File: src/rtl/mips_pkg.sv
// +----------------------------------------------------------------------------+
// | mips_pkg : shared encodings for the instruction fetch unit                 |
// | Rev 1.0  : initial release                                                 |
// +----------------------------------------------------------------------------+
`default_nettype none

package mips_pkg;

  localparam logic [1:0]  NPC_SEQ    = 2'd0;
  localparam logic [1:0]  NPC_BRANCH = 2'd1;
  localparam logic [1:0]  NPC_JUMP   = 2'd2;

  localparam logic [31:0] RESET_PC_DEFAULT = 32'h0000_3000;

  typedef enum logic [1:0] {
    ST_IDLE  = 2'd0,
    ST_FETCH = 2'd1,
    ST_HOLD  = 2'd2,
    ST_ERR   = 2'd3
  } ifu_state_e;

endpackage

`default_nettype wire

File: src/rtl/npc.sv
// +----------------------------------------------------------------------------+
// | npc : combinational next-PC calculation (sequential / branch / jump)       |
// | Rev 1.0  : initial release                                                 |
// +----------------------------------------------------------------------------+
`default_nettype none

module npc
  import mips_pkg::*;
(
  input  logic [31:0] pc_i,
  input  logic [1:0]  npc_sel_i,
  input  logic [31:0] imm32_i,
  input  logic [25:0] target26_i,
  output logic [31:0] npc_o
);

  logic [31:0] pc_plus4;
  logic [31:0] raw_npc;

  assign pc_plus4 = pc_i + 32'd4;

  always_comb begin
    raw_npc = pc_plus4;
    case (npc_sel_i)
      NPC_BRANCH: raw_npc = pc_plus4 + (imm32_i << 2);
      NPC_JUMP:   raw_npc = {pc_plus4[31:28], target26_i, 2'b00};
      default:    raw_npc = pc_plus4;
    endcase
  end

  // Fetch addresses are always word aligned.
  assign npc_o = {raw_npc[31:2], 2'b00};

endmodule

`default_nettype wire

File: src/rtl/ifu.sv
// +----------------------------------------------------------------------------+
// | ifu : instruction fetch unit with bounded memory wait and sticky timeout   |
// | Rev 1.0  : initial release                                                 |
// +----------------------------------------------------------------------------+
`default_nettype none

module ifu
  import mips_pkg::*;
#(
  parameter logic [31:0] RESET_PC = RESET_PC_DEFAULT,
  parameter int unsigned WAIT_MAX = 16
) (
  input  logic        clk,
  input  logic        rst_n,
  input  logic [1:0]  npc_sel,
  input  logic [31:0] imm32,
  input  logic [25:0] target26,
  input  logic        advance,
  output logic        imem_req,
  output logic [31:0] imem_addr,
  input  logic        imem_ack,
  input  logic [31:0] imem_rdata,
  output logic [31:0] instr,
  output logic        instr_valid,
  output logic [15:0] imm16,
  output logic [31:0] pc,
  output logic        fetch_err
);

  localparam int unsigned WAIT_W = $clog2(WAIT_MAX + 1);
  localparam logic [WAIT_W-1:0] WAIT_LAST = WAIT_W'(WAIT_MAX - 1);

  ifu_state_e        state_q;
  logic [31:0]       pc_q;
  logic [31:0]       instr_q;
  logic              valid_q;
  logic              req_q;
  logic              err_q;
  logic [WAIT_W-1:0] wait_q;
  logic [31:0]       npc_d;

  npc u_npc (
    .pc_i       (pc_q),
    .npc_sel_i  (npc_sel),
    .imm32_i    (imm32),
    .target26_i (target26),
    .npc_o      (npc_d)
  );

  always_ff @(posedge clk or negedge rst_n) begin
    if (!rst_n) begin
      state_q <= ST_IDLE;
      pc_q    <= RESET_PC;
      instr_q <= 32'd0;
      valid_q <= 1'b0;
      req_q   <= 1'b0;
      err_q   <= 1'b0;
      wait_q  <= '0;
    end else begin
      case (state_q)
        ST_IDLE: begin
          state_q <= ST_FETCH;
          req_q   <= 1'b1;
          wait_q  <= '0;
        end
        ST_FETCH: begin
          // An ack on the last permitted wait cycle takes priority over the timeout.
          if (imem_ack) begin
            instr_q <= imem_rdata;
            valid_q <= 1'b1;
            req_q   <= 1'b0;
            state_q <= ST_HOLD;
          end else if (wait_q == WAIT_LAST) begin
            wait_q  <= wait_q + 1'b1;
            req_q   <= 1'b0;
            err_q   <= 1'b1;
            state_q <= ST_ERR;
          end else begin
            wait_q  <= wait_q + 1'b1;
          end
        end
        ST_HOLD: begin
          if (advance) begin
            pc_q    <= npc_d;
            valid_q <= 1'b0;
            req_q   <= 1'b1;
            wait_q  <= '0;
            state_q <= ST_FETCH;
          end
        end
        default: begin
          req_q   <= 1'b0;
          valid_q <= 1'b0;
          err_q   <= 1'b1;
        end
      endcase
    end
  end

  assign imem_req    = req_q;
  assign imem_addr   = pc_q;
  assign pc          = pc_q;
  assign instr       = instr_q;
  assign instr_valid = valid_q;
  assign imm16       = instr_q[15:0];
  assign fetch_err   = err_q;

endmodule

`default_nettype wire

File: config.mk
export PLATFORM = sky130hd
export DESIGN_NAME = ifu
export DESIGN_NICKNAME = d
export VERILOG_FILES = /design/src/rtl/mips_pkg.sv /design/src/rtl/npc.sv /design/src/rtl/ifu.sv
export SDC_FILE = /design/constraint.sdc
export NUM_CORES = 1
export LEC_CHECK = 0
export BUFFER_PORTS_ARGS = -buffer_cell sky130_fd_sc_hd__buf_2
export CAP_MARGIN = 20
export CORE_AREA = 2 2 128 130
export CTS_BUF_LIST = sky130_fd_sc_hd__clkbuf_16
export DETAILED_ROUTE_END_ITERATION = 8
export DIE_AREA = 0 0 130 132
export GPL_TIMING_DRIVEN = 0
export PLACE_DENSITY = 0.65
export SETUP_SLACK_MARGIN = 0.2
export SKIP_CTS_REPAIR_TIMING = 1
export SYNTH_ARGS = -nofsm -noshare
export SYNTH_HDL_FRONTEND = slang
export SYNTH_SLANG_ARGS = --single-unit
File: constraint.sdc
create_clock -name clk -period 6.2 [get_ports clk]
set_input_delay 0.31 -clock clk [delete_from_list [all_inputs] [get_ports clk]]
set_output_delay 0.31 -clock clk [all_outputs]
set_load 0.02 [all_outputs]
; Yosys cells after proc, flatten, opt, wreduce, memory -nomap -nowiden
; Cells that the tools add are included.
[word_totals]
output_inout_bits = 115
inputBits = 96
reg_bits = 72
wordCells = 50
[op_classes]
n_mux = 18
n_addsub = 3
n_reduce_logical = 10
n_bitwise = 2
eq_ne = 10
[ops]
columns = operator, n
row1 = 32-bit one-hot mux with 2 select lines, 1
row2 = 32-bit by 3-bit adder with 32-bit output (second input constant), 1
row3 = 32-bit adder, 1
row4 = 5-bit one-hot mux with 3 select lines, 1
row5 = 3-bit AND reduction, 4
row6 = 5-bit 2-to-1 mux, 2
row7 = 2-bit != test (second input constant), 4
row8 = 1-bit 2-to-1 mux, 7
row9 = 2-bit 2-to-1 mux, 3
row10 = 1-bit one-hot mux with 3 select lines, 2
row11 = 2-bit one-hot mux with 3 select lines, 1
row12 = 2-bit AND reduction, 3
row13 = 5-bit by 1-bit adder with 5-bit output (second input constant), 1
row14 = 5-bit by 4-bit == test with 1-bit output (second input constant), 1
row15 = 2-bit by 1-bit == test with 1-bit output (second input constant), 2
row16 = 2-bit == test (second input constant), 2
row17 = 3-bit != test (second input constant), 1
row18 = 3-bit nonzero test, 1
row19 = 2-bit logical NOT, 1
row20 = 1-bit inverter, 2
row21 = 1-bit one-hot mux with 2 select lines, 1
row22 = 2-bit OR reduction, 1

; Depth between registers and ports, before layout
; Gate-level depths: netlist of run 1.
[logic_depth]
depth_word = 4
depth_mapped = 17
depth_no_buf = 15

; Hierarchy
; A second synthesis of run 1 with hierarchy kept.
[unflattened]
hier_cells = 629
hier_area_um2 = 6020.8
[by_module_without_submodules]
columns = module, area_each_um2, cells_each, n_inst, seq_area_each_um2
row1 = ifu, 3291.9, 234, 1, 1854.3
row2 = npc, 2728.9, 395, 1, 0.0

; Worst setup path before layout of run 1
; No wires, ideal clock.
[synth_path]
kind = register to register
from = reg pc_q[2] (netlist: imem_addr[2])
to = reg pc_q[25] (netlist: imem_addr[25])
path_buffers = 1
stages_incl_launch_ff = 16
setup_ns = 0.126
synth_period_minus_slack_ns = 3.641
t_arrival_ns = 3.515
required_ns = 6.074
slack_ns = 2.559
cell_sequence = dfrtp_1 > ha_1 > and3_1 > and3_1 > buf_2 > nand3_1 > or2_1 > xnor2_1 > ha_1 > nand4_4 > or4b_4 > a31oi_2 > o22ai_1 > xnor2_1 > a221oi_1 > nor2_1
[synth_via]
elab_chain_cells = 3
[synth_rtl]
columns = item, line
row1 = start: declaration, ifu.sv:34  ; logic [31:0] pc_q;
row2 = start signal: assignment, ifu.sv:84  ; pc_q <= npc_d;
row3 = 32-bit by 3-bit adder with 32-bit output (*), npc.sv:20  ; assign pc_plus4 = pc_i + 32'd4;
row4 = 32-bit adder, npc.sv:25  ; NPC_BRANCH: raw_npc = pc_plus4 + (imm32_i << 2);
row5 = 32-bit one-hot mux with 2 select lines (*), npc.sv:24  ; case (npc_sel_i)
; Every way passes the cells marked *; elsewhere a longest branch is shown, timed or not.
; A chain may end at the register's enable or synchronous reset.

; Worst setup path in the final report of run 1
; Ends and elaborated chain as after synthesis.

==> reports/metrics.cfg, run 1 <==
[placement]
hpwl_um = 15400
place_area_um2 = 7570
numPortBuffers = 203
gp_congestion = 0.940

[logic_synthesis]
synthArstFlopShare = 1.00
yosysSeqAreaShare = 0.289
synth_cell_types = 75
synth_cells = 725
yosysWarnings = 0
synth-seq-cells = 72
synth_edf_count = 0
syn_area_per_cell_um2 = 8.61
syn_area_um2 = 6240
synthFlopType = dfrtp_1

[die]
rows = 46
die_area_um2 = 17200
coreArea_um2 = 15700
die_h_um = 132
initial_utilization = 0.397
die_width_um = 130
ios = 211

[final_layout]
final_cell_mix = buf_2, dfrtp_1, nand2_1, a21oi_1, buf_4
drive_gt1_frac = 0.350
nets = 1080
nFillCells = 1568
fin_util = 0.501
syn_to_final_growth_pct = 26.0
postLayoutCellArea_um2 = 7870
multi_input_area_um2 = 3830
insertedDiodeCount = 0
layout_commonest_cell = buf_2
register_area_um2 = 1800

[power_and_ir_drop]
pwr-share-seq = 0.243
ir_drop_mv = 0.186
p_int_mw = 1.89
cellPowerDensity_nw_per_um2 = 459
power_switching_mw = 1.73
p_sw_frac = 0.478
combPwrFrac = 0.617
totalPowerFinal_mw = 3.61
p_clk_frac = 0.140
total_leakage_power_nw = 3.81

[cts]
root_buffer = clkbuf_16
insertion_delay_ns = 0.34
cts_tree = yes
clk_pin_slew_worst_paths_ns = 0.07
h-tree-depth = 3
clock_sinks = 72
clk_path_buf_depth = 2
cts_inserted_buffers = 9

[global_routing]
grt_max_degree = 70
track_usage = 0.227
grt_pass1_wl_um = 30600
gr-total-overflow = 0
antenna_found_initial = 0
grt_pass1_vias = 5686

[drt]
num_vias = 6185
drt_iter0_drc = 492
detail-route-antenna-nets = 0
wirelength_um = 19600
drc_errors = 0
first_pass_iters = 5
post_drt_wl_per_cell_um = 16.8
vias_per_cell = 5.31

[sta]
whs_ns = 0.199
slew_viol_final = 0
fin_setup_tns_ns = 0
fin_crit_sh = 0.691
rsz0062_at_grt = no
worstMarginPinSlew_ns = 0.679
fmax_mhz = 233
skew_ns = 0.00998
hold_viol = 0
relSlewSlack = 0.547
finalSetupViolCount = 0
fin_crit_ns = 4.28

[min_path]
hp-class = input port to register

[setup_path]
critical_path_class = register to register
critPathRequiredTime_ns = 6.42
crit_fanout = 9
arrival_ns = 4.50
start_kind = register
end_kind = register

[flow_run]
drv_cap = 0

[status]
outcome = completed

==> worst max-delay path, cell delays in order (launching register included) <==
cell and delay (ns):
dfrtp_1 0.44, ha_1 0.29, and3_1 0.20, and3_1 0.17, buf_2 0.23, nand3_1 0.21, or2_1 0.30, xnor2_1 0.19
ha_1 0.43, nand4_4 0.13, or4b_4 0.57, a31oi_2 0.28, o22ai_1 0.14, xnor2_1 0.13, a221oi_1 0.40, nor2_1 0.07
==> cell families after synthesis <==
family | count (synthesis) | share of synthesized area
AOI/OAI and AO/OA | 218 | 0.230
muxes | 39 | 0.0693
and+or+nand+nor | 199 | 0.161
other | 1 | 0.000601
DFF | 72 | 0.289
xor gates and xnor gates | 48 | 0.0685
adders and majority gates | 40 | 0.0813
buffers and inverters | 108 | 0.100
==> power by group through the flow <==
stage          combinational [mW]  sequential (mW)  clock (mW)
2_1_floorplan                1.39             1.06           0
3_5_place_dp                 2.22            0.887           0
5_1_grt                      2.43            0.911       0.531
6_report                     2.23            0.879       0.505
4_1_cts                      2.22            0.878       0.512
3_3_place_gp                 2.20            0.877           0
==> per-layer routing <==
layer	GRT usage	wire length, um
met5	0	0
met1	0.318	8630
met4	0.0609	236
met2	0.360	9140
met3	0.0386	1570
==> sequential cells by signal, indices dropped and copies added (netlist names) <==
register	cells
state_q	2
instr_valid	1
imem_addr	30
wait_q	5
imem_req	1
fetch_err	1
instr	32
==> final cells by class <==
| class | instances | area share |
|---|---|---|
| plain buffers | 83 | 0.0676 |
| clock buffers | 9 | 0.0286 |
| clock inverters | 7 | 0.00779 |
| inverters | 25 | 0.0119 |
| multi-input cells | 548 | 0.486 |
| flip-flops and latches | 72 | 0.229 |
| well taps | 216 | 0.0343 |
| repair buffers | 205 | 0.134 |
==> stage by stage <==
| step | setup slack [ns] | std cells |
|---|---|---|
| final | 1.92 | 1165 |
| after global routing | 1.74 | 1165 |
| after CTS | 1.99 | 1164 |
| after detailed placement | 2.01 | 1148 |
| after global placement | 1.98 | 1147 |
| after floorplan | 2.56 | 728 |
==> final timing paths <==
check	startpoint	end	slack [ns]	cells past startpoint
hold reg to reg	fetch_err$_DFFE_PN0P_	fetch_err$_DFFE_PN0P_	0.46	1
min in group asynchronous	rst_n	imem_addr[8]$_DFFE_PN0P_	0.32	2
setup reg to reg	imem_addr[2]$_DFFE_PN0P_	imem_addr[25]$_DFFE_PN0P_	1.92	15
setup / recovery	imem_addr[2]$_DFFE_PN0P_	imem_addr[25]$_DFFE_PN0P_	1.92	15
max in group asynchronous	rst_n	imem_addr[13]$_DFFE_PN1P_	5.34	3
hold / removal	imem_rdata[24]	instr[24]$_DFFE_PN0P_	0.20	2
==> synthesized netlist by cell type (all sizes together), types with 9 or more instances <==
cell | number | area share
xor2 | 17 | 0.024
o21ai | 56 | 0.045
and3 | 18 | 0.019
nand3 | 24 | 0.020
a221oi | 9 | 0.013
a21oi | 57 | 0.046
ha | 39 | 0.078
nand2 | 62 | 0.038
inv | 25 | 0.015
dfrtp | 70 | 0.28
o21a | 9 | 0.011
o22ai | 12 | 0.013
o211ai | 10 | 0.012
xnor2 | 31 | 0.045
mux2 | 34 | 0.061
nor2 | 46 | 0.028
nand2b | 10 | 0.010
nand4 | 10 | 0.013
buf | 58 | 0.069
clkbuf | 25 | 0.017
(Power assumes the default switching activity.)
==> run 2, diff against run 1 <==
--- a/config.mk
+++ b/config.mk
@@ -12,7 +12,7 @@
 export DETAILED_ROUTE_END_ITERATION = 8
 export DIE_AREA = 0 0 130 132
 export GPL_TIMING_DRIVEN = 0
-export PLACE_DENSITY = 0.65
+export PLACE_DENSITY = 0.68
 export SETUP_SLACK_MARGIN = 0.2
 export SKIP_CTS_REPAIR_TIMING = 1
 export SYNTH_ARGS = -nofsm -noshare
==> constraint.sdc (replaced) <==
create_clock -name clk -period 3.9 [get_ports clk]
set_input_delay 0.195 -clock clk [delete_from_list [all_inputs] [get_ports clk]]
set_output_delay 0.195 -clock clk [all_outputs]
set_load 0.02 [all_outputs]
==> reports/metrics.cfg, run 2 (synthesis results as in run 1) <==
[die]
ios = 211  ; unchanged
rows = 46  ; unchanged
coreArea_um2 = 15700  ; unchanged
initial_utilization = 0.397  ; unchanged
die_width_um = 130  ; unchanged
die_h_um = 132  ; unchanged
die_area_um2 = 17200  ; unchanged

[power_and_ir_drop]
p_sw_frac = 0.476  ; was 0.478
ir_drop_mv = 0.289  ; was 0.186 mV
p_int_mw = 3.12  ; was 1.89 mW
cellPowerDensity_nw_per_um2 = 725  ; was 459 nW/um2
p_clk_frac = 0.136  ; was 0.140
pwr-share-seq = 0.240  ; was 0.243
combPwrFrac = 0.624  ; was 0.617
total_leakage_power_nw = 3.96  ; was 3.81 nW
power_switching_mw = 2.83  ; was 1.73 mW

[status]
outcome = completed  ; unchanged

[drt]
drc_errors = 0  ; unchanged
vias_per_cell = 5.37  ; was 5.31
drt_iter0_drc = 579  ; was 492
first_pass_iters = 7  ; was 5
num_vias = 6344  ; was 6,185
post_drt_wl_per_cell_um = 17.1  ; was 16.8 um
detail-route-antenna-nets = 0  ; unchanged
wirelength_um = 20200  ; was 19,600 um

[global_routing]
grt_max_degree = 70  ; unchanged
antenna_found_initial = 0  ; unchanged
track_usage = 0.225  ; was 0.227
gr-total-overflow = 0  ; unchanged
grt_pass1_vias = 5696  ; was 5,686
grt_pass1_wl_um = 30100  ; was 30,600 um

[sta]
fin_crit_ns = 3.64  ; was 4.28 ns
skew_ns = 0.00856  ; was 0.00998 ns
rsz0062_at_grt = yes  ; was no
slew_viol_final = 0  ; unchanged
fmax_mhz = 274  ; was 233 MHz
hold_viol = 0  ; unchanged
fin_crit_sh = 0.934  ; was 0.691
worstMarginPinSlew_ns = 0.780  ; was 0.679 ns
relSlewSlack = 0.480  ; was 0.547
finalSetupViolCount = 0  ; unchanged

[cts]
insertion_delay_ns = 0.34  ; about the same
root_buffer = clkbuf_16  ; unchanged
cts_inserted_buffers = 9  ; unchanged
clk_path_buf_depth = 2  ; unchanged
clk_pin_slew_worst_paths_ns = 0.07  ; about the same
h-tree-depth = 3  ; unchanged
clock_sinks = 72  ; unchanged
cts_tree = yes  ; unchanged

[placement]
hpwl_um = 15500  ; was 15,400 um
dp.cells = 1148  ; unchanged
numPortBuffers = 203  ; unchanged
place_area_um2 = 7570  ; unchanged
gp_congestion = 0.981  ; was 0.940

[final_layout]
final_cell_mix = buf_2, buf_4, dfrtp_1, nand2_1, a21oi_1  ; was buf_2, dfrtp_1, nand2_1, a21oi_1, buf_4
syn_to_final_growth_pct = 31.5  ; was 26.0%
largest_register_ff_count = 32  ; unchanged
postLayoutCellArea_um2 = 8210  ; was 7870 um2
drive_gt1_frac = 0.399  ; was 0.350
insertedDiodeCount = 0  ; unchanged
layout_commonest_cell = buf_2  ; unchanged
nets = 1097  ; was 1,080
instances_no_fill = 1182  ; was 1,165

[setup_path]
worst-r2r-setup-slack_ns = 0.26  ; was 1.92 ns
reg2reg_depth = 16  ; was 15
r2r_start = imem_addr[2]$_DFFE_PN0P_  ; unchanged
end_kind = register  ; unchanged
crit_end = imem_addr[21]$_DFFE_PN0P_  ; was imem_addr[25]$_DFFE_PN0P_
crit_path_start = imem_addr[2]$_DFFE_PN0P_  ; unchanged
critical_path_class = register to register  ; unchanged
critPathRequiredTime_ns = 4.11  ; was 6.42 ns
arrival_ns = 3.85  ; was 4.50 ns
r2r-end = imem_addr[21]$_DFFE_PN0P_  ; was imem_addr[25]$_DFFE_PN0P_
crit_fanout = 5  ; was 9
start_kind = register  ; unchanged

[min_path]
hp-class = input port to register  ; unchanged

[flow_run]
drv_cap = 0  ; unchanged

==> run 2: worst min path at each step <==
stage	start	endpoint	slack [ns]	depth (start not counted)
2_1_floorplan	rst_n	fetch_err$_DFFE_PN0P_	-0.10	0
3_3_place_gp	imem_rdata[3]	instr[3]$_DFFE_PN0P_	0.43	2
3_5_place_dp	rst_n	imem_addr[9]$_DFFE_PN0P_	0.01	1
4_1_cts	rst_n	imem_addr[9]$_DFFE_PN0P_	-0.36	1
5_1_grt	imem_rdata[11]	instr[11]$_DFFE_PN0P_	0.07	2
6_report	imem_rdata[29]	instr[29]$_DFFE_PN0P_	0.08	2
==> run 2: power by group through the flow <==
stage / Combinational, mW / Clock, mW / Sequential [mW]
floorplan: 2.21 / 0 / 1.69
global placement: 3.48 / 0 / 1.40
detailed placement: 3.52 / 0 / 1.41
CTS: 3.53 / 0.827 / 1.40
finish: 3.72 / 0.809 / 1.43
global route: 4.02 / 0.862 / 1.47
==> run 2: through the flow <==
| stage | setup TNS [ns] | total power [mW] | util | setup WS, ns | hold WS, ns |
|---|---|---|---|---|---|
| final | 0 | 5.95 | 0.523 | 0.256 | 0.0792 |
| after global routing | 0 | 6.36 | 0.523 | 0.0952 | 0.0728 |
| after CTS | -0.816 | 5.76 | 0.500 | -0.284 | -0.359 |
| after detailed placement | -0.654 | 4.94 | 0.482 | -0.259 | 0.00994 |
| after global placement | -0.685 | 4.88 | 0.480 | -0.276 | 0.427 |
| after floorplan | 0 | 3.89 | - | 0.259 | -0.101 |
==> run 2: cell type report <==
class	instances	area [um2]
fillers	1541	7500
multi-input cells	548	4020
flip-flops and latches	72	1810
repair buffers	222	1180
plain buffers	83	544
well taps	216	270
clock buffers	9	225
inverters	25	93.8
clock inverters	7	61.3
==> run 2: critical path, stage by stage, from the launching register on <==
cell      delay [ns]
dfrtp_2         0.41
ha_4            0.17
and3_4          0.18
and3_4          0.20
buf_6           0.14
nand3_4         0.10
or2_4           0.27
xnor2_2         0.28
ha_4            0.28
a21oi_1         0.22
o21ai_0         0.20
nor2_2          0.22
a31oi_4         0.13
buf_4           0.15
xor2_1          0.13
a221oi_1        0.33
nor2_1          0.09
==> run 2: metal layers <==
layer	wire length (um)	GRT usage
met5	0	0
met4	362	0.0735
met3	1490	0.0239
met2	9620	0.375
met1	8720	0.305
